**src/rtl/floating_point_multiplier.sv**
```systemverilog
// 12-bit reduced-precision float multiplier (1/5/6, bias 15), one registered stage.
// Define FPMUL_ROUND_NEAREST_EN for round-to-nearest-even; default build truncates.
module floating_point_multiplier #(
    parameter int          BIAS    = 15,
    parameter int          MAX_EXP = 29,
    parameter logic [10:0] SAT_MAG = 11'h7B0
) (
    input  logic        clk,
    input  logic        rst,
    input  logic [11:0] a,
    input  logic [11:0] b,
    input  logic        valid_in,
    output logic [11:0] result,
    output logic        valid_out
);

    localparam logic [7:0]        BIAS_W = 8'(BIAS);
    localparam logic signed [7:0] MAX_W  = 8'(MAX_EXP);

    logic        sign;
    logic [4:0]  ea, eb;
    logic [6:0]  ma, mb;
    logic [13:0] p, p_norm;
    logic        norm;
    logic [5:0]  frac_t, frac_r;
    logic        round_up, carry;
    logic [7:0]  e_raw, e_fin;
    logic [11:0] next_result;
    logic        unused_bits;

    always_comb begin
        sign   = a[11] ^ b[11];
        ea     = a[10:6];
        eb     = b[10:6];
        ma     = {1'b1, a[5:0]};
        mb     = {1'b1, b[5:0]};
        p      = {7'b0, ma} * {7'b0, mb};
        norm   = p[13];
        // Align so the leading one always sits at bit 13; fraction is then p_norm[12:7].
        p_norm = norm ? p : {p[12:0], 1'b0};
        frac_t = p_norm[12:7];
        e_raw  = {3'b0, ea} + {3'b0, eb} + {7'b0, norm} - BIAS_W;
    end

`ifdef FPMUL_ROUND_NEAREST_EN
    assign round_up    = p_norm[6] & ((|p_norm[5:0]) | frac_t[0]);
    assign unused_bits = p_norm[13];
`else
    assign round_up    = 1'b0;
    assign unused_bits = ^{p_norm[13], p_norm[6:0]};
`endif

    always_comb begin
        {carry, frac_r} = {1'b0, frac_t} + {6'b0, round_up};
        // A carry out of the fraction leaves frac_r at zero, i.e. mantissa 1.0 at E+1.
        e_fin = e_raw + {7'b0, carry};
        if (ea == 5'd0 || eb == 5'd0) begin
            next_result = 12'h000;
        end else if ($signed(e_fin) < 8'sd1) begin
            next_result = 12'h000;
        end else if ($signed(e_fin) > MAX_W) begin
            next_result = {sign, SAT_MAG};
        end else begin
            next_result = {sign, e_fin[4:0], frac_r};
        end
    end

    always_ff @(posedge clk or posedge rst) begin
        if (rst) begin
            result    <= 12'h000;
            valid_out <= 1'b0;
        end else begin
            valid_out <= valid_in;
            if (valid_in) begin
                result <= next_result;
            end
        end
    end

endmodule

```
**config.mk**
```make
export PLATFORM = sky130hd
export DESIGN_NAME = floating_point_multiplier
export DESIGN_NICKNAME = d
export VERILOG_FILES = /design/src/rtl/floating_point_multiplier.sv
export SDC_FILE = /design/constraint.sdc
export NUM_CORES = 1
export LEC_CHECK = 0
export BUFFER_PORTS_ARGS = -buffer_cell sky130_fd_sc_hd__clkbuf_2
export CAP_MARGIN = 20
export CORE_MARGIN = 4
export CORE_UTILIZATION = 58
export DETAILED_ROUTE_END_ITERATION = 8
export PLACE_DENSITY = 0.91
export SLEW_MARGIN = 20
export SYNTH_ARGS = -nofsm -noshare
export SYNTH_HDL_FRONTEND = slang
export SYNTH_SLANG_ARGS = --single-unit
```
**constraint.sdc**
```tcl
create_clock -name clk -period 0.8 [get_ports clk]
set_input_delay 0.08 -clock clk [delete_from_list [all_inputs] [get_ports clk]]
set_output_delay 0.08 -clock clk [all_outputs]
set_load 0.03 [all_outputs]
```
Word level (Yosys, flattened, before mapping)
Index checks and enable logic that the tools add are counted.
- $add $sub $neg: 3
- multiplexer cells: 4
- shift-type cells: 0
- div/mod/pow operators: 0
- bitwise gates (word level): 1
- equal/unequal tests: 0
- reductions and logical operators: 3
- $mul: 1
- order comparisons: 2
- operators by type and width (cell ; count):
    $mux 12 ; 2
    $mul 7x7->14 ; 1
    $mux 13 ; 1
    $mux 11 ; 1
    $logic_not 5->1 ; 2
    $gt 8x6->1 const B ; 1
    $lt 8x2->1 const B ; 1
    $sub 7x4->8 const B ; 1
    $add 6x1->7 ; 1
    $add 5x5->6 ; 1
    $logic_or 1x1->1 ; 1
    $xor 1x1->1 ; 1
- memory bits (writable): 0
- latch bits: 0
- logic and storage cells: 16
- register bits after elaboration: 13
- memories kept: 0
- ROM bits: 0
- output and inout port bits: 13

Longest topological paths before layout
- word-level depth: 7
- depth in mapped cells: 27
- mapped depth without buffers: 27

Worst setup path before layout
No wires, ideal clock.
- path type: input-to-reg
- start: in a[1]
- end: reg result[6]
- setup time: 0.121 ns
- stages: 27
- arrival time: 5.773 ns
- required time: 0.679 ns
- slack: -5.094 ns
- path through: inv_1 nor2_1 fa_1 inv_1 fa_1 inv_1 fa_1 inv_1 fa_1 inv_1 ha_1 a211oi_2 o21bai_2 a211o_1 mux2i_2 nor2_4 xor2_1 ha_1 inv_1 fa_1 nand2b_1 a21oi_1 xnor2_1 nor4b_1 a21boi_0 and3b_1 a22o_1
- cells in the longest elaborated chain, start to end: 7
- elaborated cells on any way between the ends: 8
- ends and longest elaborated chain (element ; RTL line ; RTL):
    start, declared ; 10 ; input logic [11:0] a,
    $mul 7x7->14 * ; 37 ; p = {7'b0, ma} * {7'b0, mb};
    $add 6x1->7 * ; 42 ; e_raw = {3'b0, ea} + {3'b0, eb} + {7'b0, norm} - BIAS_W;
    $sub 7x4->8 * ; 42 ;
    $gt 8x6->1 ; 61 ; end else if ($signed(e_fin) > MAX_W) begin
    $mux 11 ; 61 ;
    $mux 12 * ; 59 ; end else if ($signed(e_fin) < 8'sd1) begin
    $mux 12 * ; 57 ; if (ea == 5'd0 || eb == 5'd0) begin
    end signal, assigned ; 75 ; result <= next_result;
    end, declared ; 13 ; output logic [11:0] result,
Mark *: on every way between the ends. The rest lies on a longest branch, timed or not.
A chain may end at the register's enable or synchronous reset.

Final worst setup path
Ends and elaborated chain as after synthesis.

==> key figures <==
Status
  – Status: complete, but fails checks
  – Violated checks: negative setup slack

Global routing
  – Vias in the first global route: 2627
  – Gr ovfl total: 0
  – Largest net degree at the start of global routing: 14
  – Antenna violations before repair: 0
  – First-pass GRT wire length: 13.2 mm
  – Tot GR Track Use: 33.6%

Drt
  – Vias post-DR: 2828
  – Initial DRC count: 440
  – WL per Instance: 26.8 µm
  – Antenna Nets Post-Route: 0
  – Vias/cell: 6.80
  – Number of iterations in the first detailed-routing pass: 6
  – WL final: 11.2 mm
  – Post-route DRC: 0

CTS
  – H-tree levels: 1
  – Skew-Pair Late Insertion Delay: 0.25 ns
  – CTS buffer count: 3
  – Root Driver: clkbuf_8
  – Clk sink count: 13
  – Clock tree buffer depth: 2
  – TritonCTS clock tree: built
  – Reg clk slew, reported paths: 0.07 ns

Die
  – Die height: 71.2 µm
  – I/O pins: 40
  – Die X: 71.2 µm
  – Initial cell density of the core: 61.4%
  – Row count: 22
  – Die ar.: 5070 µm²
  – Core Region: 3770 µm²

Final layout
  – Final nets: 458
  – Share of cells above drive strength 1: 44.0%
  – Final instance area: 3540 µm²
  – Multi-input logic area: 1990 µm²
  – Core Util, Final: 93.8%
  – Fillcell total: 122
  – Non-filler cells, final: 416
  – Sequential cell area: 325 µm²
  – # diodes: 0
  – Area Growth Syn to Fin: 52.7%

Timing
  – Smallest hold slack: 0.115 ns
  – Minimum clock period: 6.25 ns
  – FMAX: 0.160 GHz
  – Final period utilization: 781%
  – PnR worst setup slack: -5.45 ns
  – Clock skew: 0 ns
  – Final hold vios: 0
  – Worst Tran Pin Value: 0.466 ns
  – Final setup viols: 25
  – Max-slew violations: 0
  – Unrepaired setup endpoints after global routing: true
  – Setup TNS: -65.24 ns
  – Relative slew slack: 68.6%

Critical path
  – Crit end category: register
  – Worst EP required: 0.94 ns
  – CP Launch Type: input pin
  – Worst Path Arrival: 6.38 ns
  – Critical Path Fanout Max: 4
  – Critical setup path kind: in -> reg

Logic synthesis
  – Synthesized area per cell: 9.38 µm²
  – Async SR Flop Fraction: 100%
  – Seq/Total Area, Yosys: 14.0%
  – Yosys cell types: 46
  – Post-Syn Nets: 336
  – Number of flops mapped to enable cells by yosys: 0
  – Mapped Area: 2320 µm²
  – Top FF cell, synth: dfrtp_1
  – Yosys warning count: 0
  – Mapped Cells: 247
  – Post-synthesis register bit count: 13

Placement
  – IO buf count: 39
  – Placed Area: 3040 µm²
  – GP Congestion: 0.861
  – Worst slack, placed: -5.23 ns
  – # placed instances: 388
  – HPWL Detailed: 5.46 mm

Min path
  – Worst min path class: in -> reg

Pwr
  – Maximum VDD drop: 3330 µV
  – Tot Pwr: 10.8 mW
  – Static leakage: 1.89 nW
  – Pwr Density: 3060 nW/µm²

Run
  – Max-cap violations: 0
-- synthesized netlist by cell type (all sizes together) (3+ instances only) --
| library cell | instances | area (µm²) |
|---|---|---|
| inv | 45 | 169 |
| a21o | 4 | 30.0 |
| xnor2 | 6 | 52.6 |
| o21ai | 6 | 30.0 |
| ha | 38 | 475 |
| fa | 24 | 480 |
| a211o | 3 | 27.5 |
| nor2 | 14 | 60.1 |
| a21oi | 9 | 45.0 |
| nand2 | 11 | 41.3 |
| nor3 | 3 | 15.0 |
| dfrtp | 13 | 325 |
| and2 | 19 | 119 |
| o2bb2ai | 8 | 70.1 |
| mux2i | 6 | 63.8 |
| xor2 | 5 | 43.8 |
-- layer usage --
layer	wire (µm)	track usage [%]	vias to the layer above
li1	-	-	1084
met1	3690	38.9	1316
met2	5220	61.1	305
met3	1120	3.69	123
met4	1130	16.1	0
met5	0	0	-
-- worst max-delay path, stage by stage --
cell	delay [ns]
clkbuf_2	0.12
inv_2	0.05
buf_4	0.12
buf_4	0.14
fa_1	0.53
inv_1	0.06
fa_1	0.55
fa_1	0.57
ha_1	0.33
ha_1	0.31
a211oi_4	0.34
o21bai_4	0.15
a211o_1	0.35
mux2i_2	0.25
nor2_4	0.06
xor2_1	0.21
ha_2	0.25
inv_2	0.05
fa_2	0.37
nand2b_4	0.16
a21oi_4	0.17
xnor2_2	0.12
nor4b_2	0.40
a21boi_1	0.17
and3b_1	0.23
a22o_1	0.23
-- final cells by class --
cell class	instances	area share (%)
Multi-Input combinational cell	188	56.3
Sequential cell	13	9.20
Clock buffer	3	1.17
Tap cell	48	1.70
Timing Repair Buffer	117	26.5
Clock inverter	1	0.142
Inverter	46	4.99
-- cells by family (layout without fill, tap and decap cells) --
| group | Yosys count | after routing | synth area share, % |
|---|---|---|---|
| compound gates | 46 | 46 | 15.3 |
| xor+xnor | 11 | 11 | 4.16 |
| fa+ha+maj | 62 | 62 | 41.3 |
| buf+inv | 46 | 167 | 7.46 |
| flops | 13 | 13 | 14.0 |
| mux | 6 | 6 | 2.76 |
| simple gates | 63 | 63 | 15.0 |
-- layout by cell type, fill, tap and decap left out, types with 3 or more instances in the layout --
| cell | n |
|---|---|
| a21o_1 | 4 |
| a21oi_1 | 6 |
| and2_1 | 17 |
| buf_4 | 75 |
| buf_6 | 3 |
| buf_8 | 14 |
| clkbuf_2 | 24 |
| clkbuf_8 | 3 |
| dfrtp_1 | 13 |
| fa_1 | 23 |
| ha_1 | 36 |
| inv_1 | 39 |
| inv_2 | 5 |
| mux2i_1 | 5 |
| nand2_1 | 11 |
| nor2_1 | 12 |
| o21ai_0 | 3 |
| o2bb2ai_1 | 5 |
| o2bb2ai_2 | 3 |
| xnor2_1 | 5 |
| xor2_1 | 4 |
-- power breakdown --
part / leakage [nW] / total [mW] / switching [mW] / internal, mW
registers: 0.162 / 1.17 / 0.277 / 0.895
logic: 1.70 / 9.01 / 4.84 / 4.17
clock network: 0.0255 / 0.647 / 0.301 / 0.346
-- state kept, by name, indices dropped and copies added (netlist names) --
name       flops
result        12
valid_out      1
-- path summary, 6_finish.rpt --
kind	start	endpoint	slack, ns	cells past startpoint
hold / removal	valid_in	valid_out$_DFF_PP0_	0.12	2
hold reg to reg	result[11]$_DFFE_PP0P_	result[11]$_DFFE_PP0P_	0.55	1
min in group asynchronous	rst	result[10]$_DFFE_PP0P_	0.32	3
max in group asynchronous	rst	result[0]$_DFFE_PP0P_	0.28	3
setup reg to reg	result[5]$_DFFE_PP0P_	result[5]$_DFFE_PP0P_	-0.13	3
setup / recovery	a[1]	result[6]$_DFFE_PP0P_	-5.45	26
-- what timing repair did --
action	4_1_cts	5_1_grt
buffers inserted	9	14
gates cloned	0	0
endpoints found under the setup margin	25	38
pin swaps	16	7
resized for setup	36	31
hold buffers	1	0
hold endpoints to repair	13	0
Note: power is estimated with default switching activity, not from simulation.
